$ cat src/rtl/rv32_mod_mem_arbiter.sv
// Two-to-one req/ack arbiter sharing one memory port between fetch and LSU, with a BUSY watchdog.
// Define RV32_ARB_ROUND_ROBIN_EN for round-robin on simultaneous requests (default: data has priority).
module rv32_mod_mem_arbiter #(
  parameter int TIMEOUT_CYCLES = 256
) (
  input  logic        clk,
  input  logic        reset_n,
  input  logic        i_req,
  input  logic [31:0] i_addr,
  output logic        i_ack,
  output logic        i_err,
  output logic [31:0] i_rdata,
  input  logic        d_req,
  input  logic        d_wr,
  input  logic [3:0]  d_be,
  input  logic [31:0] d_addr,
  input  logic [31:0] d_wdata,
  output logic        d_ack,
  output logic        d_err,
  output logic [31:0] d_rdata,
  output logic        mem_req,
  output logic        mem_wr,
  output logic [3:0]  mem_be,
  output logic [31:0] mem_addr,
  output logic [31:0] mem_wdata,
  input  logic        mem_ack,
  input  logic        mem_err,
  input  logic [31:0] mem_rdata,
  output logic        grant_d
);

  typedef enum logic [1:0] {
    IDLE   = 2'd0,
    BUSY_I = 2'd1,
    BUSY_D = 2'd2
  } state_t;

  // A zero-width counter is illegal, so a disabled watchdog keeps a 1-bit dummy.
  localparam int CW = (TIMEOUT_CYCLES > 0) ? $clog2(TIMEOUT_CYCLES + 1) : 1;
  localparam logic [CW-1:0] CNT_LAST = CW'((TIMEOUT_CYCLES > 0) ? TIMEOUT_CYCLES - 1 : 0);
  localparam logic [CW-1:0] CNT_MAX  = '1;

  state_t        state, state_nxt;
  logic [CW-1:0] cnt;
  logic          busy_i, busy_d, live, timeout_hit, resp_ack, resp_err, pick_d;

  assign busy_i = (state == BUSY_I);
  assign busy_d = (state == BUSY_D);

  // Dropping the granted request aborts the transaction in the same cycle.
  assign live        = (busy_i & i_req) | (busy_d & d_req);
  assign timeout_hit = (TIMEOUT_CYCLES != 0) && (cnt == CNT_LAST);
  // Error outranks ack; ack outranks the watchdog.
  assign resp_err    = live & (mem_err | (timeout_hit & ~mem_ack));
  assign resp_ack    = live & mem_ack & ~mem_err;

`ifdef RV32_ARB_ROUND_ROBIN_EN
  assign pick_d = d_req & (~i_req | ~grant_d);
`else
  assign pick_d = d_req;
`endif

  always_comb begin
    // NOTE: default first so every path assigns state_nxt and no latch is inferred.
    state_nxt = state;
    unique case (state)
      IDLE: begin
        if (pick_d)     state_nxt = BUSY_D;
        else if (i_req) state_nxt = BUSY_I;
      end
      BUSY_I, BUSY_D: begin
        if (!live || resp_ack || resp_err) state_nxt = IDLE;
      end
      default: state_nxt = IDLE;
    endcase
  end

  always_ff @(posedge clk or negedge reset_n) begin
    // NOTE: non-blocking assignments so all registers update from pre-edge values.
    if (!reset_n) begin
      state   <= IDLE;
      cnt     <= '0;
      grant_d <= 1'b0;
    end else begin
      state <= state_nxt;
      if (state == IDLE) begin
        cnt <= '0;
        if (state_nxt != IDLE) grant_d <= (state_nxt == BUSY_D);
      end else if (cnt != CNT_MAX) begin
        cnt <= cnt + CW'(1);
      end
    end
  end

  assign mem_req   = live;
  assign mem_wr    = busy_d & d_wr;
  assign mem_be    = busy_d ? d_be    : (busy_i ? 4'hF   : 4'h0);
  assign mem_addr  = busy_d ? d_addr  : (busy_i ? i_addr : 32'h0);
  assign mem_wdata = busy_d ? d_wdata : 32'h0;

  assign i_ack   = busy_i & resp_ack;
  assign i_err   = busy_i & resp_err;
  assign i_rdata = i_ack ? mem_rdata : 32'h0;
  assign d_ack   = busy_d & resp_ack;
  assign d_err   = busy_d & resp_err;
  assign d_rdata = d_ack ? mem_rdata : 32'h0;

endmodule

$ cat config.mk
export PLATFORM = sky130hd
export DESIGN_NAME = rv32_mod_mem_arbiter
export DESIGN_NICKNAME = d
export VERILOG_FILES = /design/src/rtl/rv32_mod_mem_arbiter.sv
export SDC_FILE = /design/constraint.sdc
export NUM_CORES = 1
export LEC_CHECK = 0
export CORE_AREA = 2 2 108 110
export DETAILED_ROUTE_END_ITERATION = 16
export DIE_AREA = 0 0 110 112
export PLACE_DENSITY = 0.64
export SKIP_LAST_GASP = 1
export SLEW_MARGIN = 20
export SYNTH_ARGS = -nofsm -noshare
export SYNTH_HDL_FRONTEND = slang
export SYNTH_SLANG_ARGS = --single-unit
$ cat constraint.sdc
create_clock -name clk -period 2.2 [get_ports clk]
set_input_delay 0.22 -clock clk [delete_from_list [all_inputs] [get_ports clk]]
set_output_delay 0.22 -clock clk [all_outputs]
set_load 0.1 [all_outputs]
==> metrics.txt <==
fill cell total of the finished layout 857; final worst slack 1.89 ps; number of cells produced by synthesis 236; share of final-layout standard cells stronger than drive strength 1 56.4%; CP arrival 1980 ps; Final Net Count 685; VDD IR max 915 uV; final critical-path required period 2200 ps; number of buffers on the longest clock path 2; worst-case headroom to the max-slew limit 61.2%; number of CTS-inserted buffers 3; critical path, cell by cell inv_2 > ha_4 > inv_4 > nor4b_4 > buf_4 > buf_12 > and2_2 > buf_12; Inserted Diodes 0; wirelength, routed 12800 um; detailed placement HPWL 10100 um; Worst setup EP type primary output; # port buffers 277; average wire per cell in the routed design 18.9 um; TritonRoute pass-1 iters 4; simple-gate portion of the synthesized area 46.2%; pre-CTS setup slack 135 ps; register clock-pin slew on the reported worst setup and hold paths 40 ps; max_cap viols 0; clock latency reported for the late side of the worst-skew pair 240 ps; largest family of logic cells by synthesized area simple AND/OR/NAND/NOR gates; Reg2Reg Setup Slack 230 ps; die extent in y 112 um; total overflow reported by the global router 0; clock sink total 12; H-tree depth 1; x dimension of the die 110 um; Mapped Avg Cell Area 7.75 um^2; Worst Path Class, Setup reg -> out; worst min-delay path category in -> async; sequential element share of the synthesized area 16.4%; cell family contributing the most delay on the critical path buffers and inverters; Placement Rows 39; Critical Path Slowest Stage Cell sky130_fd_sc_hd__dfrtp_2; post-synth top area share 33.5%; pin count of the biggest net entering global routing 34; Placed Instances 647; adder and majority gate portion of the synthesized area 4.79%; buffer and inverter count on the worst path 5; count of distinct cell types in the synthesized netlist 36; hold violation count in the final report 0; setup skew after layout 2.46 ps; initial antenna violation count 1; complex-gate fraction of the synthesized area 22.4%; wire length of the first global-routing pass 17900 um; post-synthesis cell area 1830 um^2; pins over their slew limit 0; clock root buffer sky130_fd_sc_hd__clkbuf_16; xor/xnor cell area share of the yosys netlist 1.92%; multiplexer share of the synthesized area 1.16%; critical path's largest stage delay 440 ps; iteration-0 DRC count of the detailed router 100; net count after synthesis 382; detail-routed via count per cell 4.25; setup repair after global routing missed its margin true; depth of the most critical reg-to-reg path 7; Cell Pwr Density 1200 nW/um^2; status finished clean; top cells by area, synth sky130_fd_sc_hd__and2_1 (34%), sky130_fd_sc_hd__dfrtp_1 (16%), sky130_fd_sc_hd__a22o_1 (16%); DR DRC count 0; post-route ant nets 0; number of global-route vias before repair 2908; Std-Cell Core Area 11200 um^2; CTS tree built; Worst Path Max Fanout 17; Critical Path Source Type flip-flop; # setup viols final 0; starting density of the core 16.4%; number of synthesized register bits 12; power after layout 8.34 mW; relative area change from synthesis to final layout 280%; final cycle utilization of the critical path 99.9%; final instance count without filler cells 680; vias 2887; most used cell along the critical path sky130_fd_sc_hd__buf_12; slew of the pin with the lowest slew margin 581 ps; weighted congestion at the end of routability-driven global placement 0.808; setup total negative slack 0 ps; Tot GR Track Use 19.1%; worst path required time 1980 ps; number of warning messages in the yosys log 0; leakage power of the design 2.90 nW; Max Freq 455 MHz; critical register-to-register path startpoint state[1]; capturing point of the worst reg2reg path state[0]; IO Count 278; largest area contributor in the netlist sky130_fd_sc_hd__and2_1; Die Outline Area 12300 um^2
==> sequential cells by signal, indices dropped and copies added (netlist names) <==
register and cells:
state 2, cnt 9, grant_d 1
==> worst max path at each step <==
stage               startpoint          end  slack (ps)  cells after the start
floorplan             state[0]        d_err          10                      6
global placement       mem_err   i_rdata[0]         210                      5
detailed placement    state[0]  d_rdata[18]         140                      7
CTS                   state[0]  i_rdata[22]         -80                      8
global route          state[1]   i_rdata[7]         -70                      8
finish                state[1]   i_rdata[7]           2                      8
==> layout make-up <==
cell class                      count  area (um^2)  area share (%)
Tap cell                          143          179            2.58
Inverter                            6         32.5           0.469
Timing Repair Buffer              317         4670            67.3
Sequential cell                    12          302            4.34
Clock buffer                        3         75.1            1.08
Multi-Input combinational cell    199         1680            24.2
==> cells in the final DEF (no fill, tap or decap), types with 3 or more instances in the layout <==
master,Yosys,routed
sky130_fd_sc_hd__nor2_1,13,10
sky130_fd_sc_hd__dfrtp_1,12,11
sky130_fd_sc_hd__and2_4,0,51
sky130_fd_sc_hd__a21oi_1,7,6
sky130_fd_sc_hd__a22o_2,0,26
sky130_fd_sc_hd__buf_12,0,142
sky130_fd_sc_hd__a22o_1,33,5
sky130_fd_sc_hd__buf_4,1,24
sky130_fd_sc_hd__a21o_1,4,4
sky130_fd_sc_hd__ha_1,7,3
sky130_fd_sc_hd__clkbuf_16,0,7
sky130_fd_sc_hd__clkdlybuf4s50_1,0,137
sky130_fd_sc_hd__buf_8,0,3
sky130_fd_sc_hd__nor2b_1,6,6
sky130_fd_sc_hd__nor2_4,0,4
sky130_fd_sc_hd__buf_6,3,3
sky130_fd_sc_hd__and2_2,0,23
sky130_fd_sc_hd__xor2_1,3,3
sky130_fd_sc_hd__and2_1,98,24
==> what timing repair did <==
| action | CTS | global route |
|---|---|---|
| cloned | 3 | 4 |
| pin swaps | 12 | 13 |
| setup buffers | 11 | 12 |
| setup endpoints to repair | 97 | 86 |
| hold buffers | 0 | 0 |
| resized for setup | 20 | 50 |
==> metrics by stage <==
step           area [um^2]  hold WS (ps)  util [%]
2_1_floorplan         2000         -75.6         -
3_3_place_gp          6350           524      56.8
3_5_place_dp          6350           543      56.8
4_1_cts               6670           372      59.7
5_1_grt               6940           408      62.1
6_report              6940           357      62.1
==> layer usage <==
layer | up-vias | wire, um | track usage, %
li1 | 1414 | - | -
met1 | 1337 | 5010 | 23.8
met2 | 124 | 6530 | 33.1
met3 | 12 | 1160 | 5.91
met4 | 0 | 153 | 2.03
met5 | - | 0 | 0
==> where the power goes <==
part	switching [mW]	internal [mW]	leakage (nW)
Clock	0.0903	0.236	0.0370
Sequential	0.0447	0.266	0.158
Combinational	4.79	2.92	2.71
Total	4.92	3.42	2.90
==> logic make-up (layout without fill, tap and decap cells) <==
group / Yosys count / count (layout)
DFF: 12 / 12
and+or+nand+nor: 134 / 134
adders and majority gates: 7 / 7
muxes: 2 / 2
xor gates and xnor gates: 4 / 4
buffers and inverters: 25 / 326
AOI/OAI and AO/OA: 52 / 52
==> synthesized netlist by cell type <==
library cell,instances
sky130_fd_sc_hd__and2_1,98
sky130_fd_sc_hd__a22o_1,33
sky130_fd_sc_hd__nor2_1,13
sky130_fd_sc_hd__dfrtp_1,12
sky130_fd_sc_hd__a21oi_1,7
sky130_fd_sc_hd__clkbuf_1,7
sky130_fd_sc_hd__ha_1,7
sky130_fd_sc_hd__inv_1,6
sky130_fd_sc_hd__nor2b_1,6
sky130_fd_sc_hd__buf_2,5
sky130_fd_sc_hd__a21o_1,4
sky130_fd_sc_hd__buf_6,3
sky130_fd_sc_hd__o21ai_0,3
sky130_fd_sc_hd__xor2_1,3
sky130_fd_sc_hd__clkbuf_2,2
sky130_fd_sc_hd__nand2b_1,2
sky130_fd_sc_hd__nand3_1,2
sky130_fd_sc_hd__nand4b_1,2
sky130_fd_sc_hd__nor4b_4,2
sky130_fd_sc_hd__o31ai_1,2
sky130_fd_sc_hd__o32ai_1,2
sky130_fd_sc_hd__a21oi_2,1
sky130_fd_sc_hd__and2b_1,1
sky130_fd_sc_hd__buf_1,1
sky130_fd_sc_hd__buf_4,1
sky130_fd_sc_hd__mux2_2,1
sky130_fd_sc_hd__mux2i_1,1
sky130_fd_sc_hd__nand2_1,1
sky130_fd_sc_hd__nand3b_1,1
sky130_fd_sc_hd__nand4_1,1
sky130_fd_sc_hd__nor2_2,1
sky130_fd_sc_hd__nor3_1,1
sky130_fd_sc_hd__nor4b_1,1
sky130_fd_sc_hd__or3_1,1
sky130_fd_sc_hd__or4_1,1
sky130_fd_sc_hd__xnor2_1,1
No activity file was read; power rests on OpenSTA's default activity.
